`src/rtl/alu_pkg.sv`:
```
// Shared constants and FSM state encoding for the ALU scheduler and the ALU datapath.
package alu_pkg;
    localparam int OP_W  = 4;
    localparam int SEL_W = 3;
    localparam int RES_W = 8;
    localparam int ID_W  = 1;

    typedef enum logic [1:0] {
        ST_IDLE = 2'd0,
        ST_EXEC = 2'd1,
        ST_RESP = 2'd2
    } state_t;
endpackage

```
`src/rtl/alu.sv`:
```
// Combinational 4-bit ALU datapath: two operands and a 3-bit select give an 8-bit result.
module alu
    import alu_pkg::*;
(
    input  logic [OP_W-1:0]  a,
    input  logic [OP_W-1:0]  b,
    input  logic [SEL_W-1:0] s,
    output logic [RES_W-1:0] y
);
    logic [RES_W-1:0] a_ext;
    logic [RES_W-1:0] b_ext;

    assign a_ext = {4'b0000, a};
    assign b_ext = {4'b0000, b};

    // Subtraction wraps in 8 bits, so a < b yields the two's-complement result.
    always_comb begin
        y = '0;
        case (s)
            3'b000:  y = a_ext + b_ext;
            3'b001:  y = a_ext - b_ext;
            3'b010:  y = a_ext & b_ext;
            3'b011:  y = a_ext | b_ext;
            3'b100:  y = a_ext ^ b_ext;
            3'b101:  y = a_ext * b_ext;
            3'b110:  y = {4'b0000, ~a};
            default: y = {a, b};
        endcase
    end
endmodule

```
`src/rtl/alu_sched_rr.sv`:
```
// Two-way round-robin picker: a lone valid wins outright, a tie goes to the requester not granted last.
module alu_sched_rr
    import alu_pkg::*;
(
    input  logic            valid0,
    input  logic            valid1,
    input  logic [ID_W-1:0] last,
    output logic [ID_W-1:0] winner,
    output logic            grant
);
    assign grant  = valid0 | valid1;
    assign winner = (valid0 && valid1) ? ~last : (valid1 ? 1'b1 : 1'b0);
endmodule

```
`src/rtl/alu_sched.sv`:
```
// Round-robin scheduler sharing one ALU between two requesters (IDLE -> EXEC -> RESP).
// Per-requester grant counters exist only when ALU_SCHED_STATS_EN is defined; otherwise they read 0.
module alu_sched
    import alu_pkg::*;
#(
    parameter int CNT_W = 16
)
(
    input  logic              clk,
    input  logic              rst,
    input  logic              req0_valid,
    output logic              req0_ready,
    input  logic [OP_W-1:0]   req0_a,
    input  logic [OP_W-1:0]   req0_b,
    input  logic [SEL_W-1:0]  req0_s,
    input  logic              req1_valid,
    output logic              req1_ready,
    input  logic [OP_W-1:0]   req1_a,
    input  logic [OP_W-1:0]   req1_b,
    input  logic [SEL_W-1:0]  req1_s,
    output logic              rsp_valid,
    input  logic              rsp_ready,
    output logic [ID_W-1:0]   rsp_id,
    output logic [RES_W-1:0]  rsp_y,
    output logic              busy,
    output logic [CNT_W-1:0]  grant_cnt0,
    output logic [CNT_W-1:0]  grant_cnt1
);
    state_t            state_reg, state_next;
    logic [OP_W-1:0]   op_a_reg, op_b_reg;
    logic [SEL_W-1:0]  op_s_reg;
    logic [ID_W-1:0]   op_id_reg;
    logic [ID_W-1:0]   last_reg;
    logic [RES_W-1:0]  rsp_y_reg;
    logic [RES_W-1:0]  alu_y;
    logic [ID_W-1:0]   pick_id;
    logic              pick_grant;
    logic              accept;

    alu_sched_rr u_rr (
        .valid0 (req0_valid),
        .valid1 (req1_valid),
        .last   (last_reg),
        .winner (pick_id),
        .grant  (pick_grant)
    );

    // The ALU only ever sees the operand register, never the live request ports.
    alu u_alu (
        .a (op_a_reg),
        .b (op_b_reg),
        .s (op_s_reg),
        .y (alu_y)
    );

    always_comb begin
        state_next = state_reg;
        req0_ready = 1'b0;
        req1_ready = 1'b0;
        accept     = 1'b0;
        case (state_reg)
            ST_IDLE: begin
                if (pick_grant && !rst) begin
                    req0_ready = ~pick_id[0];
                    req1_ready = pick_id[0];
                    accept     = 1'b1;
                    state_next = ST_EXEC;
                end
            end
            ST_EXEC: state_next = ST_RESP;
            ST_RESP: begin
                if (rsp_ready) state_next = ST_IDLE;
            end
            default: state_next = ST_IDLE;
        endcase
    end

    always_ff @(posedge clk) begin
        if (rst) begin
            state_reg <= ST_IDLE;
            op_a_reg  <= '0;
            op_b_reg  <= '0;
            op_s_reg  <= '0;
            op_id_reg <= '0;
            last_reg  <= 1'b1;
            rsp_y_reg <= '0;
        end else begin
            state_reg <= state_next;
            if (accept) begin
                op_a_reg  <= pick_id[0] ? req1_a : req0_a;
                op_b_reg  <= pick_id[0] ? req1_b : req0_b;
                op_s_reg  <= pick_id[0] ? req1_s : req0_s;
                op_id_reg <= pick_id;
                last_reg  <= pick_id;
            end
            if (state_reg == ST_EXEC) rsp_y_reg <= alu_y;
        end
    end

    assign rsp_valid = (state_reg == ST_RESP);
    assign rsp_id    = op_id_reg;
    assign rsp_y     = rsp_y_reg;
    assign busy      = (state_reg != ST_IDLE);

`ifdef ALU_SCHED_STATS_EN
    logic [1:0]       acc_vec;
    logic [CNT_W-1:0] cnt_reg [2];

    assign acc_vec = {accept & pick_id[0], accept & ~pick_id[0]};

    for (genvar gi = 0; gi < 2; gi++) begin : g_cnt
        // Saturate at all-ones rather than wrapping.
        always_ff @(posedge clk) begin
            if (rst) begin
                cnt_reg[gi] <= '0;
            end else if (acc_vec[gi] && (cnt_reg[gi] != {CNT_W{1'b1}})) begin
                cnt_reg[gi] <= cnt_reg[gi] + 1'b1;
            end
        end
    end

    assign grant_cnt0 = cnt_reg[0];
    assign grant_cnt1 = cnt_reg[1];
`else
    assign grant_cnt0 = '0;
    assign grant_cnt1 = '0;
`endif
endmodule

```
`config.mk`:
```
export PLATFORM = sky130hd
export DESIGN_NAME = alu_sched
export DESIGN_NICKNAME = d
export VERILOG_FILES = /design/src/rtl/alu_pkg.sv /design/src/rtl/alu.sv /design/src/rtl/alu_sched_rr.sv /design/src/rtl/alu_sched.sv
export SDC_FILE = /design/constraint.sdc
export NUM_CORES = 1
export LEC_CHECK = 0
export ABC_AREA = 1
export BUFFER_PORTS_ARGS = -buffer_cell sky130_fd_sc_hd__buf_2
export CORE_UTILIZATION = 39
export CTS_CLUSTER_SIZE = 28
export DETAILED_ROUTE_END_ITERATION = 8
export GPL_TIMING_DRIVEN = 0
export SLEW_MARGIN = 25
export SYNTH_ARGS = -nofsm -noshare
export SYNTH_HDL_FRONTEND = slang
export SYNTH_SLANG_ARGS = --single-unit
```
`constraint.sdc`:
```
create_clock -name clk -period 3.57 [get_ports clk]
set_input_delay 0.357 -clock clk [delete_from_list [all_inputs] [get_ports clk]]
set_output_delay 0.357 -clock clk [all_outputs]
set_load 0.05 [all_outputs]
```
* Word-level counts from Yosys, hierarchy flattened *
Index checks and enable logic that the tools add are counted.

storage, ports and cells
  word-level logic and storage cells = 49
  flip-flop bits (word level) = 23
  output and inout bits = 45
  input bits = 27

cells by class
  reductions and logical operators = 7
  mux-type cells = 15
  eq/ne operators = 10
  $add $sub $neg = 2
  bitwise operators = 7
  multipliers = 1

operators by type and width
  cell                                            number
  case mux 8 bit (7 select lines)                 1
  == test 3 bit (second input constant)           3
  multiplier 4 x 4 -> 8 bit                       1
  two-way mux 1 bit                               8
  two-way mux 4 bit                               2
  == test 3 x 2 -> 1 bit (second input constant)  2
  case mux 2 bit (3 select lines)                 1
  adder 4 x 4 -> 5 bit                            1
  subtractor 4 x 4 -> 5 bit                       1
  bitwise AND 4 bit                               1
  two-way mux 2 bit                               2
  inverter 4 bit                                  1
  bitwise OR 4 bit                                1
  bitwise XOR 4 bit                               1
  == test 3 x 1 -> 1 bit (second input constant)  1
  zero test 3 bit                                 1
  two-way mux 3 bit                               1
  == test 2 x 1 -> 1 bit (second input constant)  1
  == test 2 bit (second input constant)           1
  logical AND 1 bit                               2
  zero test 2 bit                                 1
  != test 2 x 1 -> 1 bit (second input constant)  1
  != test 2 bit (second input constant)           1
  inverter 1 bit                                  2
  4 further kinds                                 4

* Depth between registers and ports, before layout *
Gate-level depths: netlist of run 1.

  depth in word-level cells = 5
  gate-level depth with buffers = 15
  mapped depth without buffers = 15

* Modules after synthesis *
From an unflattened synthesis of run 1, not the netlist that was laid out.

second synthesis, totals
  cell total of the unflattened synthesis = 389
  area total of the unflattened synthesis = 2436.1 um^2

by module, submodules not included
  module        area each (um^2)  cells each  times used  seq. area each (um^2)
  alu_sched     1295.0            199         1           460.4
  alu           1126.1            187         1           0.0
  alu_sched_rr  15.0              3           1           0.0

* Worst setup path after synthesis of run 1 *
OpenSTA, ideal clock, no wires.

  kind = register -> register
  start point = reg op_a_reg[1]
  end point = reg rsp_y_reg[4], in the netlist rsp_y[4]
  library setup time = 0.132 ns
  path slack = 0.737 ns
  period minus slack after synthesis = 2.833 ns
  data required time = 3.438 ns
  path buffers = 0
  arrival = 2.700 ns
  cell stages (with the launch flop) = 11
  path through = dfxtp_1 > nand2_1 > fa_1 > inv_1 > fa_1 > fa_1 > or2_2 > nand3_1 > nand4_1 > nand2_1 > a21oi_1

between the ends
  cells in the longest elaborated chain, start to end = 2
  elaborated cells between the ends (all ways) = 4
  classes of those cells = add/sub (2); mul (1); mux (1)

ends and longest elaborated chain
  element                                            line             text
  from (decl)                                        alu_sched.sv:30  logic [OP_W-1:0] op_a_reg, op_b_reg;
  from (signal assigned)                             alu_sched.sv:90  op_a_reg <= pick_id[0] ? req1_a : req0_a;
  multiplier 4 x 4 -> 8 bit (tied with other cells)  alu.sv:25        3'b101: y = a_ext * b_ext;
  case mux 8 bit (7 select lines) (*)                alu.sv:19        case (s)
  to (signal assigned)                               alu_sched.sv:96  if (state_reg == ST_EXEC) rsp_y_reg <= alu_y;
  to (decl)                                          alu_sched.sv:34  logic [RES_W-1:0] rsp_y_reg;

Mark *: on every way between the ends. The rest lies on a longest branch, timed or not.
A chain may end at the register's enable or synchronous reset.

* Worst setup path after layout of run 1 *
  start point = reg op_a_reg[1]
  end point = reg rsp_y_reg[6], in the netlist rsp_y[6]

between the ends
  cells in the longest elaborated chain, start to end = 2
  elaborated cells between the ends (all ways) = 3
  classes of those cells = add/sub (1); mul (1); mux (1)

ends and longest elaborated chain
  element                                                                 line
  multiplier 4 x 4 -> 8 bit or subtractor 4 x 4 -> 5 bit (tied branches)  alu.sv:25, alu.sv:21
  case mux 8 bit (7 select lines) (*)                                     alu.sv:19

Marked as above.

==> impl_results.md, run 1 <==
* Pwr Density at 283 nW/µm²
* Critical path, cell by cell: nand2_1 -> fa_1 -> inv_1 -> fa_1 -> fa_1 -> nand2_1 -> nand2_1 -> a21oi_1 -> inv_1 -> nand2_1 -> nand3_1 -> nand2_1 -> nand2_1 -> a21oi_1
* Max-cap violations at 0
* Via density at 4.47
* DRT iter0 DRCs at 91
* Launching point of the worst reg2reg path: op_a_reg[1]
* Top cells by area, synth: dfxtp_1 (20%), nand2_1 (16%), ha_1 (13%)
* Worst path slowest cell: dfxtp_1
* Synth Area in Compound Gates at 10.7%
* Total power at slightly below 800 µW
* CP max stage delay at 0.67 ns
* CTS tree: built
* Gpl congestion at 0.888
* Clock Power Share at 20.9%
* Max Slew Vio Count at 0
* Fin. Hold Viols at 0
* Post-synthesis mux area share at 0%
* Setup_tns at 0 ns
* Avg WL per Cell at around 11 µm
* CP dominant cell by count: nand2_1
* Final instance area at approximately 2700 µm²
* Simple-Gate Fraction of Synth Area at 28.8%
* Hold Path Origin: rsp_ready
* CP arrival at 3.36 ns
* Global-route wire length before repair at 8.95 mm
* Via count at 2181
* Final period util at approximately nine tenths
* Clk pin slew, worst setup/hold paths at about 0.09 ns
* Vias in the first global route at 2003
* Total global-route track usage at around 18%
* Int Power at roughly 450 µW
* Clock tree buffer depth at 2
* CTS Root Cell: clkbuf_8
* Mean post-synth cell area at 6.66 µm²
* Routed Antenna Nets at 0
* Rel. slew slack at between 60 and 70%
* Achievable frequency at 315 MHz
* Htree depth at 1
* DRC violations left at 0
* Combinational share of power at about two fifths
* Share of layout cells above drive strength 1 at 22.4%
* Xor/xnor share of the synthesized area at less than 1%
* Minimum clock period at around 3.2 ns
* Fin Hold WS at between 0.3 and 0.4 ns
* CP required at 3.76 ns
* Crit. Startpoint: op_a_reg[1]
* Clk sinks at 23
* Post-DP HPWL at approximately 4.2 mm
* Initial antenna violation count at 0
* Setup Crit Path Kind: register to register
* Final setup fails at 0
* Count of cell types in the netlist at 29
* Pin count of the biggest net entering global routing at 14
* Setup Buffers After CTS at 0
* I/O Buffers at 39
* Synth Area in Adders at 18.5%
* Peak VDD IR at ~210 µV
* Clock skew after layout at 0.00759 ns
* Worst-path fanout max at 11
* Width of the chip at 78.4 µm
* HP Class: input port to register
* Die area at roughly 6100 µm²
* Yosys reg bits at 23
* Global route overflow at 0
* Die Y at 78.4 µm
* RSZ-0062 raised after global routing: false
* Warnings from Yosys at 0
* Resize count post-CTS at 0
* Initial core utilization at 40.9%
* Area grow syn2layout at 19.7%
* Diode count at 0
* Largest family of logic cells by synthesized area: simple AND/OR/NAND/NOR gates
* FP Rows at 27
* Clk_lat worst skew at 0.26 ns
* CTS Hold Bufs at 0
* # IOs at 72
* Routed wire length at 5.15 mm
* Mapped Area at 2280 µm²
* Cell taking the most area after synthesis: dfxtp_1
* P_sw at 322 µW
* Leakage at 1.55 nW
* Largest register FFs at 8
* Sequential fraction of the synthesis area at a little over 20%
* Sw frac at 41.8%
* Drt pass-1 iters at 4
* Core area at 5570 µm²
* Cells after Synth at 342
* FILL cells at 591
* Status: finished clean
* Worst Setup Start Kind: register
* Nets@finish at ~470
* Part of the power in registers at 38.5%
* Worst-margin pin slew at 0.545 ns
* Top-area cell type share of the netlist area at 20.2%
* CP endpoint kind: register
* Cts bufs inserted at 3
* Placement Cell Area at roughly 2700 µm²
==> cell type report <==
| type | count | area (µm²) | area share, % |
|---|---|---|---|
| sequential | 23 | 460 | 16.9 |
| clock buffer | 3 | 41.3 | 1.52 |
| tap | 72 | 90.1 | 3.31 |
| clock inverter | 1 | 5.00 | 0.184 |
| inverter | 49 | 186 | 6.84 |
| timing repair buffer | 39 | 195 | 7.16 |
| buffer | 41 | 298 | 10.9 |
| multi-input combinational | 260 | 1450 | 53.2 |
==> per-stage QoR <==
| step | setup slack, ns | util (%) | std cells |
|---|---|---|---|
| after floorplan | 0.737 | - | 373 |
| after global placement | 0.422 | 48.1 | 484 |
| after detailed placement | 0.390 | 48.1 | 484 |
| after CTS | 0.369 | 48.9 | 488 |
| after global routing | 0.116 | 48.9 | 488 |
| final | 0.393 | 48.9 | 488 |
==> layer usage <==
| metal | wire (µm) | part of all wire (%) | GRT usage (%) |
|---|---|---|---|
| met1 | 2560 | 50 | 24.1 |
| met5 | 0 | 0 | 0 |
| met3 | 253 | 4.9 | 2.21 |
| met4 | 84 | 1.6 | 5.00 |
| met2 | 2250 | 44 | 30.2 |
==> power groups by stage <==
| stage | combinational, mW | clock (mW) | sequential (mW) |
|---|---|---|---|
| floorplan | 0.237 | 0 | 0.314 |
| global placement | 0.311 | 0 | 0.303 |
| detailed placement | 0.311 | 0 | 0.303 |
| CTS | 0.313 | 0.163 | 0.297 |
| global route | 0.343 | 0.177 | 0.300 |
| finish | 0.313 | 0.161 | 0.297 |
==> critical path: cells and delay by family (launching register included) <==
family,cells,cell delay [ns]
compound gates,2,0.27
fa+ha+maj,3,1.50
buf+inv,2,0.10
flops,1,0.67
simple gates,7,0.55
==> path summary, 6_finish.rpt <==
path,endpoint,slack [ns],cells after the start
max,rsp_y[6],0.39,14
min,state_reg[1],0.34,4
max reg2reg,rsp_y[6],0.39,14
min reg2reg,rsp_y[0],0.47,2
==> logic make-up after synthesis <==
| group | Yosys count |
|---|---|
| flip-flops | 23 |
| buffers and inverters | 90 |
| AND/OR/NAND/NOR | 155 |
| XOR/XNOR | 1 |
| adder cells (fa/ha/maj) | 30 |
| other | 1 |
| AO/OA/AOI/OAI | 42 |
==> synth_stat cells (all sizes together) <==
library cell and count:
nor3b 1, inv 49, conb 1, clkbuf 2, nand2 100, xnor2 1, nand4 5, buf 39
dfxtp 23, nor2 24, ha 24, o2111ai 1, nor3 5, nand3b 1, o21ai 8, nand3 17
a21oi 22, or2 2, fa 6, a31oi 11
==> placed cells by master, fill, tap and decap left out, types with 3 or more instances in the layout <==
| cell | n |
|---|---|
| nand2_1 | 100 |
| inv_1 | 46 |
| buf_2 | 43 |
| buf_4 | 33 |
| conb_1 | 32 |
| ha_1 | 24 |
| dfxtp_1 | 23 |
| nor2_1 | 21 |
| a21oi_1 | 21 |
| nand3_1 | 17 |
| a31oi_1 | 11 |
| o21ai_0 | 7 |
| fa_1 | 6 |
| nand4_1 | 5 |
| nor3_1 | 4 |
| clkbuf_8 | 3 |
Power figures use the tool's default switching activity.
==> run 2: changes to the inputs <==
--- a/config.mk
+++ b/config.mk
@@ -7,10 +7,11 @@
 export LEC_CHECK = 0
 export ABC_AREA = 1
 export BUFFER_PORTS_ARGS = -buffer_cell sky130_fd_sc_hd__buf_2
-export CORE_UTILIZATION = 39
+export CORE_UTILIZATION = 25
 export CTS_CLUSTER_SIZE = 28
 export DETAILED_ROUTE_END_ITERATION = 8
 export GPL_TIMING_DRIVEN = 0
+export PLACE_DENSITY = 0.51
 export SLEW_MARGIN = 25
 export SYNTH_ARGS = -nofsm -noshare
 export SYNTH_HDL_FRONTEND = slang
==> impl_results.md, run 2 (same netlist as run 1, synthesis figures left out) <==
* Most common cell after layout, fill and taps aside: nand2_1
* Worst Setup Start Kind: register
* Via density at 4.10 (-8.2%)
* Pwr Density at 281 nW/µm² (-0.60%)
* Fin. Hold Viols at 0 (unchanged)
* HP Class: input port to register
* Final setup fails at 0 (unchanged)
* CTS Root Cell: clkbuf_8
* Finished Layout Cells at 524 (+7.4%)
* Global-route wire length before repair at 9.48 mm (+5.9%)
* Clock skew after layout at 0.00473 ns (-0.00287 ns)
* Worst-margin pin slew at 0.574 ns (+0.0288 ns)
* CP required at 3.70 ns (-0.06 ns)
* CP arrival at 3.32 ns (-0.04 ns)
* Area grow syn2layout at 21.6%
* Vias in the first global route at 1990 (-0.65%)
* Max Slew Vio Count at 0 (unchanged)
* Clk_lat worst skew at 0.26 ns (about the same)
* Htree depth at 1 (unchanged)
* Status: finished clean
* Routed wire length at 5.65 mm (+9.7%)
* Minimum clock period at 3.19 ns (+0.00942 ns)
* Initial antenna violation count at 0 (unchanged)
* Clk sinks at 23 (unchanged)
* Diode count at 0 (unchanged)
* Hold Path Origin: req0_a[2]
* Clock Power Share at 21.1% (+0.2 points)
* Setup_tns at 0 ns (unchanged)
* Core area at 8760 µm² (+57%)
* # IOs at 72 (unchanged)
* Placed insts at 520 (+7.4%)
* Routed Antenna Nets at 0 (unchanged)
* Post-layout util at 31.6% (-17 points)
* Final instance area at 2770 µm² (+1.6%)
* Total global-route track usage at 12.2% (-5.8 points)
* Part of the power in registers at 38.3% (-0.2 points)
* Launching point of the worst reg2reg path: op_a_reg[1]
* Nets@finish at 474 (unchanged)
* Setup Buffers After CTS at 0 (unchanged)
* Achievable frequency at 314 MHz (-0.30%)
* Cts bufs inserted at 3 (unchanged)
* Largest register FFs at 8 (unchanged)
* FP Rows at 34 (+26%)
* CTS tree: built
* Gpl congestion at 0.878 (-1.0%)
* DRT iter0 DRCs at 111 (+22%)
* Worst Hold Depth at 3 (-1)
* Reg2reg path depth at 10 (-4)
* Post-DP HPWL at 4.63 mm (+9.2%)
* Initial core utilization at 26.0% (-15 points)
* Drt pass-1 iters at 4 (unchanged)
* Peak VDD IR at 149 µV (-29%)
* Via count at 2149 (-1.5%)
* Resize count post-CTS at 0 (unchanged)
* Clock tree buffer depth at 2 (unchanged)
* Final period util at 89.2% (+0.26 points)
* Most frequent cells in the layout: nand2_1 (100), inv_1 (46), buf_2 (43)
* Width of the chip at 97.4 µm (+24%)
* Sw frac at 42.1% (+0.24 points)
* Combinational share of power at 40.6% (about the same)
* Die Y at 97.4 µm (+24%)
* Pin count of the biggest net entering global routing at 13 (-1)
* Die area at 9490 µm² (+54%)
* Worst-path fanout max at 11 (unchanged)
* Clk pin slew, worst setup/hold paths at 0.08 ns (about the same)
* Leakage at 1.54 nW (-0.18%)
* Int Power at 451 µW (+0.58%)
* I/O Buffers at 39 (unchanged)
* Global route overflow at 0 (unchanged)
* Crit. Startpoint: op_a_reg[1]
* Placement Cell Area at 2720 µm² (+1.7%)
* CTS Hold Bufs at 0 (unchanged)
* Max-cap violations at 0 (unchanged)
* Share of layout cells above drive strength 1 at 22.1% (-0.24 points)
* Avg WL per Cell at 10.8 µm (+2.2%)
* RSZ-0062 raised after global routing: false
* Setup Crit Path Kind: register to register
* Rel. slew slack at 61.7% (-1.9 points)
* DRC violations left at 0 (unchanged)
* P_sw at 327 µW (+1.6%)
* CP endpoint kind: register
[run 2: cell types whose count changed in the layout (fill, tap and decap cells not counted), sizes merged]
cell and delta:
clkbuf +1, clkinv -1
[run 2: path summary, 6_finish.rpt]
check	slack [ns]	to
hold reg to reg	0.47	rsp_id
setup / recovery	0.38	rsp_y[4]
setup reg to reg	0.38	rsp_y[4]
hold / removal	0.34	op_a_reg[2]
[run 2: per-layer routing]
metal | track usage, % | wire length [µm]
met1 | 16.4 | 2720
met2 | 21.2 | 2660
met3 | 1.29 | 252
met4 | 1.70 | 14
met5 | 0 | 0
[run 2: worst max-delay path, cell delays in order (launching register included)]
cell and delay, ns:
dfxtp_1 0.67, nand2_1 0.15, fa_1 0.52, inv_1 0.05, fa_1 0.52, fa_1 0.46, or2_2 0.31, nand3_1 0.11
nand4_1 0.11, nand2_1 0.09, a21oi_1 0.05
[run 2: power groups by stage]
| stage | clock (mW) | sequential [mW] | combinational (mW) |
|---|---|---|---|
| 2_1_floorplan | 0 | 0.314 | 0.237 |
| 3_3_place_gp | 0 | 0.304 | 0.314 |
| 3_5_place_dp | 0 | 0.305 | 0.314 |
| 4_1_cts | 0.170 | 0.299 | 0.316 |
| 5_1_grt | 0.179 | 0.302 | 0.347 |
| 6_report | 0.164 | 0.298 | 0.316 |
[run 2: final cells by class]
type / instances / area [µm²]
Buffer: 41 / 298
Clock buffer: 4 / 45.0
Fill cell: 967 / 5990
Inverter: 49 / 186
Multi-Input combinational cell: 260 / 1450
Sequential cell: 23 / 460
Tap cell: 108 / 135
Timing Repair Buffer: 39 / 195
[run 2: per-stage QoR]
stage          worst slack, ns  hold WS, ns  power, mW
4_1_cts                  0.338        0.338      0.785
6_report                 0.384        0.345      0.778
3_5_place_dp             0.370        0.458      0.619
3_3_place_gp             0.385        0.457      0.618
2_1_floorplan            0.737        0.442      0.552
5_1_grt                  0.107        0.343      0.828
==> run 3: changes to the inputs <==
--- a/config.mk
+++ b/config.mk
@@ -7,11 +7,14 @@
 export LEC_CHECK = 0
 export ABC_AREA = 1
 export BUFFER_PORTS_ARGS = -buffer_cell sky130_fd_sc_hd__buf_2
+export CELL_PAD_IN_SITES_DETAIL_PLACEMENT = 1
+export CELL_PAD_IN_SITES_GLOBAL_PLACEMENT = 1
 export CORE_UTILIZATION = 25
 export CTS_CLUSTER_SIZE = 28
 export DETAILED_ROUTE_END_ITERATION = 8
 export GPL_TIMING_DRIVEN = 0
-export PLACE_DENSITY = 0.51
+export PLACE_DENSITY = 0.66
+export SETUP_SLACK_MARGIN = 0.2
 export SLEW_MARGIN = 25
 export SYNTH_ARGS = -nofsm -noshare
 export SYNTH_HDL_FRONTEND = slang
==> impl_results.md, run 3 (same netlist as run 1, synthesis figures left out) <==
* Status: finished clean
* Clk pin slew, worst setup/hold paths at 0.09 ns (about the same)
* Max-cap violations at 0 (unchanged)
* Area grow syn2layout at 21.7% (about the same)
* Clk_lat worst skew at 0.27 ns (about the same)
* Setup_tns at 0 ns (unchanged)
* Resize count post-CTS at 0 (unchanged)
* Routed Antenna Nets at 0 (unchanged)
* Setup Buffers After CTS at 0 (unchanged)
* Global-route wire length before repair at 10.7 mm (+12%)
* DRC violations left at 0 (unchanged)
* Total global-route track usage at 13.6% (+1.5 points)
* CP max stage delay at 0.55 ns (-0.12 ns)
* Diode count at 0 (unchanged)
* Peak VDD IR at 109 µV (-27%)
* Via count at 2228 (+3.7%)
* Initial core utilization at 26.0% (unchanged)
* CP arrival at 3.30 ns (-0.02 ns)
* HP Class: input port to register
* Final instance area at 2770 µm² (about the same)
* Launching point of the worst reg2reg path: op_b_reg[3]
* Gpl congestion at 0.924 (+5.2%)
* CTS tree: built
* CP required at 3.77 ns (+0.07 ns)
* Vias in the first global route at 2260 (+14%)
* # IOs at 72 (unchanged)
* Pin count of the biggest net entering global routing at 14 (+1)
* Initial antenna violation count at 0 (unchanged)
* FP Rows at 34 (unchanged)
* Placement Cell Area at 2720 µm² (unchanged)
* FF-to-FF setup slack at 0.47 ns (+0.08 ns)
* Hold Path Origin: rsp_ready
* Minimum clock period at 3.10 ns (-0.0827 ns)
* Crit. Startpoint: op_b_reg[3]
* Htree depth at 1 (unchanged)
* Global route overflow at 0 (unchanged)
* Critical path, cell by cell: nand2_1 -> fa_1 -> inv_1 -> fa_1 -> fa_1 -> nand2_1 -> nand2_1 -> a21oi_1 -> inv_1 -> nand2_1 -> nand3_1 -> nand2_1 -> nand2_1 -> a21oi_1
* Width of the chip at 97.4 µm (unchanged)
* I/O Buffers at 39 (unchanged)
* Cts bufs inserted at 3 (unchanged)
* Achievable frequency at 322 MHz (+2.7%)
* CP endpoint kind: register
* Routed wire length at 6.14 mm (+8.7%)
* Post-DP HPWL at 5.34 mm (+16%)
* Worst path slowest cell: fa_1
* Share of layout cells above drive strength 1 at 22.6% (+0.48 points)
* Reg2reg path depth at 14 (+4)
* Largest register FFs at 8 (unchanged)
* Worst-path fanout max at 6 (-5)
* Die Y at 97.4 µm (unchanged)
* Fin. Hold Viols at 0 (unchanged)
* Most frequent cells in the layout: nand2_1 (100), inv_1 (46), buf_2 (43)
* Worst Setup Start Kind: register
* Hold Crit Endpoint: state_reg[1]
* Clock tree buffer depth at 2 (unchanged)
* Rel. slew slack at 63.7% (+2.0 points)
* Clock skew after layout at 0.00438 ns (-0.000351 ns)
* R2R Path End: rsp_y[6]
* Nets@finish at 474 (unchanged)
* Worst Hold Depth at 4 (+1)
* Setup Crit Path Kind: register to register
* Worst-margin pin slew at 0.544 ns (-0.0302 ns)
* Drt pass-1 iters at 4 (unchanged)
* Max Slew Vio Count at 0 (unchanged)
* Pwr Density at 282 nW/µm² (+0.19%)
* Most common cell after layout, fill and taps aside: nand2_1
* CTS Hold Bufs at 0 (unchanged)
* Via density at 4.25 (+3.7%)
* Core area at 8760 µm² (unchanged)
* Avg WL per Cell at 11.7 µm (+8.7%)
* CP dominant cell by count: nand2_1
* Leakage at 1.55 nW (+0.20%)
* Clk sinks at 23 (unchanged)
* Final period util at 86.9% (-2.3 points)
* Die area at 9490 µm² (unchanged)
* DRT iter0 DRCs at 81 (-27%)
* RSZ-0062 raised after global routing: false
* Final setup fails at 0 (unchanged)
* CTS Root Cell: clkbuf_8
run 3: cell count changes in the layout (fill, tap and decap cells not counted), sizes merged:
| cell | before | now |
|---|---|---|
| clkbuf | 6 | 5 |
| clkinv | 0 | 1 |
run 3: worst max path at each step:
stage / end / slack (ns) / cells after the start
5_1_grt: rsp_y[6] / 0.26 / 14
2_1_floorplan: rsp_y[4] / 0.74 / 10
6_report: rsp_y[6] / 0.47 / 14
3_3_place_gp: rsp_y[6] / 0.41 / 14
4_1_cts: rsp_y[6] / 0.32 / 14
3_5_place_dp: rsp_y[6] / 0.35 / 14
run 3: power breakdown:
| group | total, mW | internal, mW | switching (mW) |
|---|---|---|---|
| Sequential | 0.296 | 0.274 | 0.0219 |
| Combinational | 0.319 | 0.0968 | 0.222 |
| Clock | 0.165 | 0.0780 | 0.0870 |
run 3: layout make-up:
cell class                      count  area [µm²]
Buffer                             41         298
Clock buffer                        3        41.3
Clock inverter                      1        5.00
Fill cell                        1175        5990
Inverter                           49         186
Multi-Input combinational cell    260        1450
Sequential cell                    23         462
Tap cell                          108         135
Timing Repair Buffer               39         195
run 3: through the flow:
stage	total power [mW]	hold slack (ns)	instances	worst slack (ns)	utilization (%)
floorplan	0.552	0.442	373	0.737	-
global placement	0.619	0.456	520	0.410	31.1
detailed placement	0.623	0.458	520	0.348	31.1
CTS	0.792	0.329	524	0.321	31.6
global route	0.832	0.352	524	0.259	31.6
finish	0.780	0.339	524	0.467	31.6
run 3: routing by layer:
layer / up-vias / global-route usage (%) / routed length [µm]
met1: 1006 / 18.1 / 2940
met2: 53 / 23.3 / 2830
met5: - / 0 / 0
li1: 1163 / - / -
met4: 0 / 2.71 / 65
met3: 6 / 2.09 / 303
run 3: worst max-delay path, delay by kind of cell (launching register included):
kind / cells / cell delay (ns)
and+or+nand+nor: 7 / 0.57
AOI/OAI and AO/OA: 2 / 0.28
DFF: 1 / 0.53
adders and majority gates: 3 / 1.53
buffers and inverters: 2 / 0.12
